[config.mk]
export PLATFORM = sky130hd
export DESIGN_NAME = vp_arbiter
export DESIGN_NICKNAME = d
export VERILOG_FILES = /design/src/rtl/vp_arb_pkg.sv /design/src/rtl/rr_picker.sv /design/src/rtl/vp_arbiter.sv
export SDC_FILE = /design/constraint.sdc
export NUM_CORES = 1
export LEC_CHECK = 0
export CAP_MARGIN = 20
export CORE_AREA = 5 5 346 348
export CTS_CLUSTER_SIZE = 10
export DETAILED_ROUTE_END_ITERATION = 10
export DIE_AREA = 0 0 351 353
export SLEW_MARGIN = 5
export SYNTH_ARGS = -nofsm -noshare
export SYNTH_HDL_FRONTEND = slang
export SYNTH_SLANG_ARGS = --single-unit
[constraint.sdc]
create_clock -name clk -period 5.6 [get_ports clk]
set_clock_uncertainty 0.1 [all_clocks]
set_input_delay 0.56 -clock clk [delete_from_list [all_inputs] [get_ports clk]]
set_output_delay 0.56 -clock clk [all_outputs]
set_load 0.005 [all_outputs]
[src/rtl/vp_arb_pkg.sv]
// Shared constants for the vector-processor arbiter: widths, opcodes, FSM states.
// Imported by vp_arbiter and rr_picker.
package vp_arb_pkg;

  localparam int DATA_WIDTH_DEF   = 16;
  localparam int VECTOR_WIDTH_DEF = 4;

  localparam logic [3:0] OP_ADD    = 4'd0;
  localparam logic [3:0] OP_SUB    = 4'd1;
  localparam logic [3:0] OP_SCALE  = 4'd4;
  localparam logic [3:0] OP_LENGTH = 4'd5;

  localparam logic [15:0] FP_ONE = 16'h0100;

  typedef enum logic {
    IDLE = 1'b0,
    WAIT = 1'b1
  } state_e;

endpackage

[src/rtl/rr_picker.sv]
// Combinational round-robin picker: first valid index after last_i, wrapping.
// Ports: valid_i/last_i in; gnt_o (one-hot), idx_o, any_o out.
module rr_picker #(
  parameter int N  = 4,
  parameter int IW = $clog2(N)
) (
  input  logic [N-1:0]  valid_i,
  input  logic [IW-1:0] last_i,
  output logic [N-1:0]  gnt_o,
  output logic [IW-1:0] idx_o,
  output logic          any_o
);

  logic [IW-1:0] j;

  always_comb begin
    gnt_o = '0;
    idx_o = '0;
    any_o = 1'b0;
    j     = '0;
    for (int k = 1; k <= N; k++) begin
      j = IW'((int'(last_i) + k) % N);
      if (!any_o && valid_i[j]) begin
        any_o    = 1'b1;
        idx_o    = j;
        gnt_o[j] = 1'b1;
      end
    end
  end

endmodule

[src/rtl/vp_arbiter.sv]
// Round-robin sharing of one vector processor among NUM_REQ requesters.
// Ports: req_* handshake in, rsp_* strobe out, vp_* to/from the VP; VP_ARB_TIMEOUT_EN adds watchdog.
module vp_arbiter
  import vp_arb_pkg::*;
#(
  parameter int NUM_REQ        = 4,
  parameter int DATA_WIDTH     = DATA_WIDTH_DEF,
  parameter int VECTOR_WIDTH   = VECTOR_WIDTH_DEF,
  parameter int TIMEOUT_CYCLES = 1024
) (
  input  logic                               clk,
  input  logic                               rst_n,
  input  logic [NUM_REQ-1:0]                 req_valid,
  output logic [NUM_REQ-1:0]                 req_ready,
  input  logic [NUM_REQ*4-1:0]               req_operation,
  input  logic [NUM_REQ*VECTOR_WIDTH*DATA_WIDTH-1:0] req_vec_a,
  input  logic [NUM_REQ*VECTOR_WIDTH*DATA_WIDTH-1:0] req_vec_b,
  input  logic [NUM_REQ*DATA_WIDTH-1:0]      req_scalar,
  output logic [NUM_REQ-1:0]                 rsp_valid,
  output logic [VECTOR_WIDTH*DATA_WIDTH-1:0] rsp_result,
  output logic                               rsp_error,
  output logic                               vp_start,
  output logic [3:0]                         vp_operation,
  output logic [VECTOR_WIDTH*DATA_WIDTH-1:0] vp_vec_a,
  output logic [VECTOR_WIDTH*DATA_WIDTH-1:0] vp_vec_b,
  output logic [DATA_WIDTH-1:0]              vp_scalar,
  input  logic                               vp_busy,
  input  logic [VECTOR_WIDTH*DATA_WIDTH-1:0] vp_result,
  input  logic                               vp_result_valid,
  output logic                               arb_busy,
  output logic [$clog2(NUM_REQ)-1:0]         owner_id
);

  localparam int VW = VECTOR_WIDTH * DATA_WIDTH;
  localparam int OW = $clog2(NUM_REQ);

  state_e state_q, state_d;

  logic [OW-1:0]         last_q, last_d;
  logic [OW-1:0]         owner_q, owner_d;
  logic                  vp_start_q, vp_start_d;
  logic [3:0]            vp_op_q, vp_op_d;
  logic [VW-1:0]         vp_a_q, vp_a_d;
  logic [VW-1:0]         vp_b_q, vp_b_d;
  logic [DATA_WIDTH-1:0] vp_s_q, vp_s_d;
  logic [NUM_REQ-1:0]    rsp_valid_q, rsp_valid_d;
  logic [VW-1:0]         rsp_res_q, rsp_res_d;
  logic                  rsp_err_q, rsp_err_d;

  logic [NUM_REQ-1:0] pick_gnt;
  logic [OW-1:0]      pick_idx;
  logic               pick_any;
  logic               accept;
  logic               done;
  logic               tmo;

  rr_picker #(
    .N  (NUM_REQ),
    .IW (OW)
  ) u_pick (
    .valid_i (req_valid),
    .last_i  (last_q),
    .gnt_o   (pick_gnt),
    .idx_o   (pick_idx),
    .any_o   (pick_any)
  );

  assign accept = (state_q == IDLE) && !vp_busy && pick_any;
  // The strobe is not trusted during the start cycle.
  assign done   = (state_q == WAIT) && !vp_start_q
                  && vp_result_valid;

  assign req_ready = ((state_q == IDLE) && !vp_busy)
                     ? pick_gnt : '0;

`ifdef VP_ARB_TIMEOUT_EN
  localparam int CW = $clog2(TIMEOUT_CYCLES + 1);

  logic [CW-1:0] cnt_q, cnt_d;

  always_comb begin
    cnt_d = cnt_q;
    if (accept)
      cnt_d = '0;
    else if (state_q == WAIT)
      cnt_d = cnt_q + CW'(1);
  end

  always_ff @(posedge clk or negedge rst_n) begin
    if (!rst_n) cnt_q <= '0;
    else        cnt_q <= cnt_d;
  end

  // A real result in the same cycle takes precedence.
  assign tmo = (state_q == WAIT) && !done
               && (cnt_q == CW'(TIMEOUT_CYCLES - 1));
`else
  logic unused_tmo;
  assign unused_tmo = |TIMEOUT_CYCLES;
  assign tmo        = 1'b0;
`endif

  always_ff @(posedge clk or negedge rst_n) begin
    if (!rst_n) state_q <= IDLE;
    else        state_q <= state_d;
  end

  always_comb begin
    state_d = state_q;
    unique case (state_q)
      IDLE: if (accept) state_d = WAIT;
      WAIT: if (done || tmo) state_d = IDLE;
    endcase
  end

  always_comb begin
    last_d      = last_q;
    owner_d     = owner_q;
    vp_start_d  = 1'b0;
    vp_op_d     = vp_op_q;
    vp_a_d      = vp_a_q;
    vp_b_d      = vp_b_q;
    vp_s_d      = vp_s_q;
    rsp_valid_d = '0;
    rsp_res_d   = rsp_res_q;
    rsp_err_d   = 1'b0;
    if (accept) begin
      last_d     = pick_idx;
      owner_d    = pick_idx;
      vp_start_d = 1'b1;
      vp_op_d    = req_operation[4*pick_idx +: 4];
      vp_a_d     = req_vec_a[VW*pick_idx +: VW];
      vp_b_d     = req_vec_b[VW*pick_idx +: VW];
      vp_s_d     = req_scalar[DATA_WIDTH*pick_idx +: DATA_WIDTH];
    end
    if (done) begin
      rsp_valid_d = NUM_REQ'(1) << owner_q;
      rsp_res_d   = vp_result;
    end else if (tmo) begin
      rsp_valid_d = NUM_REQ'(1) << owner_q;
      rsp_res_d   = '0;
      rsp_err_d   = 1'b1;
    end
  end

  always_ff @(posedge clk or negedge rst_n) begin
    if (!rst_n) begin
      last_q      <= OW'(NUM_REQ - 1);
      owner_q     <= '0;
      vp_start_q  <= 1'b0;
      vp_op_q     <= '0;
      vp_a_q      <= '0;
      vp_b_q      <= '0;
      vp_s_q      <= '0;
      rsp_valid_q <= '0;
      rsp_res_q   <= '0;
      rsp_err_q   <= 1'b0;
    end else begin
      last_q      <= last_d;
      owner_q     <= owner_d;
      vp_start_q  <= vp_start_d;
      vp_op_q     <= vp_op_d;
      vp_a_q      <= vp_a_d;
      vp_b_q      <= vp_b_d;
      vp_s_q      <= vp_s_d;
      rsp_valid_q <= rsp_valid_d;
      rsp_res_q   <= rsp_res_d;
      rsp_err_q   <= rsp_err_d;
    end
  end

  assign vp_start     = vp_start_q;
  assign vp_operation = vp_op_q;
  assign vp_vec_a     = vp_a_q;
  assign vp_vec_b     = vp_b_q;
  assign vp_scalar    = vp_s_q;
  assign rsp_valid    = rsp_valid_q;
  assign rsp_result   = rsp_res_q;
  assign rsp_error    = rsp_err_q;
  assign arb_busy     = (state_q == WAIT);
  assign owner_id     = owner_q;

endmodule

After elaboration in Yosys (flattened, before gate mapping)
Index checks and enable logic that the tools add are counted.
{"block": "word_totals", "register_bits": 222, "input_bits": 664}
{"block": "classes", "addsub": 4, "n_lt_le_gt_ge": 8, "shifts": 5, "mux": 33, "n_bitwise": 4, "reduce_logical": 16}
{"op": "256-bit by 9-bit indexed part select with 64-bit output", "count": 2}
{"op": "64-bit by 7-bit indexed part select with 16-bit output", "count": 1}
{"op": "4-bit two-way mux", "count": 6}
{"op": "16-bit by 5-bit indexed part select with 4-bit output", "count": 1}
{"op": "1-bit two-way mux", "count": 14}
{"op": "2-bit by 3-bit < comparator with 1-bit output (second input constant)", "count": 4}
{"op": "4-bit bitwise OR", "count": 3}
{"op": "1-bit logical AND", "count": 11}
{"op": "1-bit binary-select mux with 2-bit select", "count": 4}
{"op": "1-bit demux with 2-bit select", "count": 4}
{"op": "2-bit by 1-bit greater-or-equal comparator with 1-bit output (second input constant)", "count": 4}
{"op": "2-bit two-way mux", "count": 4}
{"op": "1-bit zero test", "count": 5}
{"op": "2-bit by 1-bit adder with 2-bit output (second input constant)", "count": 2}
{"op": "2-bit adder (second input constant)", "count": 2}
{"op": "1-bit by 2-bit left shift with 4-bit output (first input constant)", "count": 1}
{"op": "1-bit one-hot mux with 2 select lines", "count": 1}
{"op": "1-bit NOT", "count": 1}

Longest topological paths before layout
{"block": "depth", "depth_word": 16, "depth_mapped": 15, "depth_no_buf": 8}

Cells and area by module
From an unflattened synthesis, not the netlist that was laid out.
{"block": "hier_totals", "cells_unflattened": 727, "hier_area_um2": 12298.0}
{"module": "vp_arbiter", "instances": 1, "cells_each": 659, "area_each_um2": 11772.5, "seq_area_each_um2": 5557.8}
{"module": "rr_picker", "instances": 1, "cells_each": 68, "area_each_um2": 525.5, "seq_area_each_um2": 0.0}

Least setup slack after synthesis
OpenSTA, ideal clock, no wires.
{"block": "synth_path", "path_type": "register -> register", "from": "reg last_q[0]", "to": "reg vp_op_q[3] (netlist: vp_operation[3])", "arrival_ns": 3.319, "setup_slack_ns": 2.046, "path_stages_with_launch": 13, "path_buffers": 6, "period_less_slack_ns": 3.554, "path_cell_list": "dfstp_2 > buf_6 > inv_2 > clkbuf_1 > ha_1 > buf_2 > mux4_2 > buf_2 > or3_1 > o21ai_2 > buf_2 > clkbuf_1 > o31ai_1"}
{"block": "synth_between", "elab_chain_cells": 14, "word_cells_on_any_way": 28, "classes_between": "add/sub (4); shift (1); mux (16); reduce/logical (7)"}
{"element": "start, declared", "line": "vp_arbiter.sv:39", "text": "logic [OW-1:0] last_q, last_d;"}
{"element": "start signal, assigned", "line": "vp_arbiter.sv:148", "text": "last_q <= OW'(NUM_REQ - 1);"}
{"element": "start signal, assigned", "line": "vp_arbiter.sv:159", "text": "last_q <= last_d;"}
{"element": "2-bit by 1-bit adder with 2-bit output", "line": "rr_picker.sv:22", "text": "j = IW'((int'(last_i) + k) % N);"}
{"element": "1-bit binary-select mux with 2-bit select", "line": "rr_picker.sv:23", "text": "if (!any_o && valid_i[j]) begin"}
{"element": "1-bit two-way mux (implied by the code)", "line": "rr_picker.sv:23"}
{"element": "1-bit two-way mux", "line": "rr_picker.sv:23"}
{"element": "1-bit zero test", "line": "rr_picker.sv:23"}
{"element": "1-bit logical AND", "line": "rr_picker.sv:23"}
{"element": "1-bit two-way mux", "line": "rr_picker.sv:23"}
{"element": "1-bit zero test", "line": "rr_picker.sv:23"}
{"element": "1-bit logical AND", "line": "rr_picker.sv:23"}
{"element": "1-bit two-way mux", "line": "rr_picker.sv:23"}
{"element": "1-bit zero test", "line": "rr_picker.sv:23"}
{"element": "1-bit logical AND", "line": "rr_picker.sv:23"}
{"element": "2-bit two-way mux or 1-bit two-way mux (tied branches)", "line": "rr_picker.sv:23"}
{"element": "16-bit by 5-bit indexed part select with 4-bit output or 1-bit logical AND (tied branches)", "line": "vp_arbiter.sv:131, vp_arbiter.sv:68"}
{"element": "end signal, assigned", "line": "vp_arbiter.sv:162", "text": "vp_op_q <= vp_op_d;"}
{"element": "end, declared", "line": "vp_arbiter.sv:42", "text": "logic [3:0] vp_op_q, vp_op_d;"}
Parallel ways exist; a longest one is shown, timed or not. The select of a mux whose other input is x is not followed.
A chain may end at the register's enable or synchronous reset.

Worst setup path after layout
{"block": "layout_path", "from": "reg last_q[0]", "to": "out req_ready[0]"}
{"block": "layout_between", "elab_chain_cells": 14, "word_cells_on_any_way": 49, "classes_between": "add/sub (4); order compare (8); mux (24); bitwise (3); reduce/logical (10)"}
{"element": "parallel branches: the longest is 12 deep, another holds 2-bit by 3-bit < comparator with 1-bit output"}
{"element": "4-bit two-way mux (*)", "line": "rr_picker.sv:23"}
{"element": "4-bit two-way mux (*)", "line": "vp_arbiter.sv:74", "text": "? pick_gnt : '0;"}
{"element": "end, declared", "line": "vp_arbiter.sv:14", "text": "output logic [NUM_REQ-1:0] req_ready,"}
Every way passes the cells marked *. The select of a mux whose other input is x is not followed.

==> impl_metrics.yaml <==
outcome:
  outcome: "complete, no violations"
sta:
  maxSlewViolCount: 0
  relSlewSlack_pct: 29.60
  final.setup.tns_ps: 0
  whs_ps: 372.1
  max_freq_mhz: 192.9
  finalCriticalPeriod_ps: 5184
  setup_violations: 0
  tightest_slew_ps: 1056
  hold_viol_final: 0
  min_period_over_period_pct: 92.57
  rsz0062_at_grt: "false"
clocking:
  cts_tree: "built"
  cts_buffers: 34
  clock-root-buffer: "clkbuf_16"
  clkTransAtPathRegs_ps: 60
  htreeDepth: 2
  clock_sinks: 222
  clock_latency_ps: 570
  clockBufferDepth: 3
floorplan:
  core_area_mm2: 0.1159
  fp-row-count: 125
  die_area_mm2: 0.1239
  ioPinCount: 889
  die_x_um: 351
  initial_core_util_pct: 12.83
  fp.dieH_um: 353
power:
  seq_power_share_pct: 17.8
  intPower_uw: 8071
  vdd_drop_max_uv: 721.4
  p_clk_share_pct: 13.0
  p_leak_uw: 0.01051
  power_switching_uw: 8481
  pwr-share-comb_pct: 69.2
  p_per_area_mw_per_mm2: 629.6
  switching_share_pct: 51.24
worst_setup_path:
  critical_path.max_fanout: 45
  required_ps: 4940
  worstPathArrival_ps: 4520
  start_kind: "flip-flop"
  critPathCaptureType: "primary output"
  crit_type: "flip-flop to primary output"
placement:
  hpwl_mm: 79.43
  routabilityCongestion: 0.8464
  numPortBuffers: 887
  place_area_mm2: 0.02514
yosys:
  ys_seq_elements: 222
  yosysUniqueCellTypes: 44
  yosysWarnings: 0
  synth.cell_area_mm2: 0.01487
  synth_flop_cell: "dfrtp_1"
  synth-async-reset-ratio_pct: 100.0
  netlist_instances: 1799
  synth_edf_count: 0
  avgSynthCellArea_um2: 8.267
  synth_top_area_share_pct: 37.02
  synth_nets: 2471
  ys_top_cells_by_area: "dfrtp_1 (37%), a211oi_1 (15%), and3_1 (10%)"
  yosys.area.top_type: "dfrtp_1"
  ys_seq_area_share_pct: 37.37
detailed_routing:
  first_pass_iters: 7
  drt-total-wl_mm: 101.4
  drc: 0
  num_vias: 17600
  ant_nets: 0
  wl_per_cell_um: 24.63
  viasPerCell: 4.276
  initialDrtViolationCount: 1170
grt:
  grt_usage_pct: 15.58
  antenna_found_initial: 43
  grt_pass1_vias: 17720
  grt_overflow: 0
  grt_max_degree: 246
  grt_pass1_wl_mm: 139.5
finish:
  drive_gt1_share_pct: 4.160
  fillers: 12710
  synthToLayoutAreaGrowth_pct: 76.76
  final_nets: 3221
  final_area_mm2: 0.02629
flow_run:
  drv_cap: 0
worst_hold_path:
  hold_path_class: "flip-flop to flip-flop"
-- synth_stat cells (2+ instances only) --
cell type and instances:
buf_1 11, nor2_1 12, a21oi_1 2, o211ai_1 53, mux4_2 4, nand2b_1 53
a221oi_1 6, nand2_1 396, inv_1 3, o21ai_0 44, nor3_1 8, buf_6 8
dfrtp_1 220, o21ai_2 2, dfstp_2 2, a22oi_1 4, mux2i_1 2, o21ai_1 9
buf_2 49, and3_1 245, o21a_1 52, a211oi_1 296, clkbuf_1 124, mux2_2 2
o31ai_1 148, ha_1 8, buf_4 19
-- registers in the layout (all words and copies together) (netlist names) --
signal,cells
last_q,2
arb_busy,1
rsp_result,64
rsp_valid,4
vp_vec_b,64
vp_start,1
vp_scalar,16
vp_operation,4
vp_vec_a,64
owner_id,2
-- placed cells by master, fill, tap and decap left out, types with 44 or more instances in the layout --
| cell type | n |
|---|---|
| a211oi_1 | 296 |
| and3_1 | 245 |
| clkdlybuf4s50_1 | 886 |
| dfrtp_1 | 220 |
| nand2_1 | 396 |
| nand2b_1 | 53 |
| o211ai_1 | 53 |
| o21a_1 | 52 |
| o21ai_0 | 44 |
| o31ai_1 | 148 |
-- cell type report --
type                            count  area [um2]  share of cell area [%]
Inverter                            4       17.52                 0.06663
Multi-Input combinational cell   1362        8379                   31.87
Clock buffer                       50       960.9                   3.655
Clock inverter                      9       116.4                  0.4426
Timing Repair Buffer              925        9296                   35.36
Tap cell                         1524        1907                   7.253
Antenna cell                       20       50.05                  0.1904
Sequential cell                   222        5562                   21.16
-- metrics by stage --
step,total power (uW),instances,setup WS [ps],utilization [%]
after floorplan,9274,1799,2046,-
after global placement,14600,4036,761.9,21.69
after detailed placement,14680,4036,750.2,21.69
after CTS,16950,4096,97.09,22.63
after global routing,17860,4102,90.53,22.65
final,16550,4116,415.9,22.68
-- cell families (layout without fill, tap and decap cells) --
kind of cell | count (synthesis) | in the layout | synth area share [%]
xor gates and xnor gates | 1 | 1 | 0.05890
other | 1 | 21 | 0.02521
and+or+nand+nor | 723 | 723 | 23.60
adders and majority gates | 8 | 8 | 0.6730
AOI/OAI and AO/OA | 621 | 621 | 30.66
buffers and inverters | 215 | 988 | 6.722
DFF | 222 | 222 | 37.37
muxes | 8 | 8 | 0.8917
-- worst max-delay path: stages, from the launching register on --
cell and delay (ps):
dfstp_4 810, buf_4 620, mux4_4 840, nor2_1 120, and2_1 230, a221oi_1 620, nor3_2 180, clkdlybuf4s50_1 500
-- metal layers --
metal | wire length, um | GRT usage (%)
met1 | 40480 | 18.61
met2 | 50010 | 27.24
met3 | 8442 | 4.782
met4 | 2287 | 3.759
met5 | 150 | 0
-- power groups by stage --
stage	Clock (uW)	Combinational, uW	Sequential (uW)
floorplan	0	6400	2880
global placement	0	11700	2940
detailed placement	0	11700	2980
CTS	2250	11800	2960
global route	2300	12500	3050
finish	2160	11500	2940
-- final timing paths --
| kind | start | end | slack, ps | cells after the start |
|---|---|---|---|---|
| worst max-delay path | last_q[0]$_DFFE_PN1P_ | req_ready[0] | 420 | 7 |
| worst min-delay path | vp_operation[1]$_DFFE_PN0P_ | vp_operation[1]$_DFFE_PN0P_ | 370 | 2 |
| worst max register to register | last_q[1]$_DFFE_PN1P_ | vp_vec_a[11]$_DFFE_PN0P_ | 1020 | 9 |
| worst min register to register | vp_operation[1]$_DFFE_PN0P_ | vp_operation[1]$_DFFE_PN0P_ | 370 | 2 |
| max in group asynchronous | rst_n | rsp_result[54]$_DFFE_PN0P_ | 3530 | 3 |
| min in group asynchronous | rst_n | rsp_result[62]$_DFFE_PN0P_ | 550 | 2 |
-- what timing repair did --
| action | in CTS | in global routing |
|---|---|---|
| gates resized for setup | 0 | 2 |
| hold buffers | 1 | 0 |
| setup endpoints to repair | 0 | 2 |
| hold endpoints to repair | 42 | 0 |
| setup buffers | 0 | 0 |
Power figures use the tool's default switching activity.
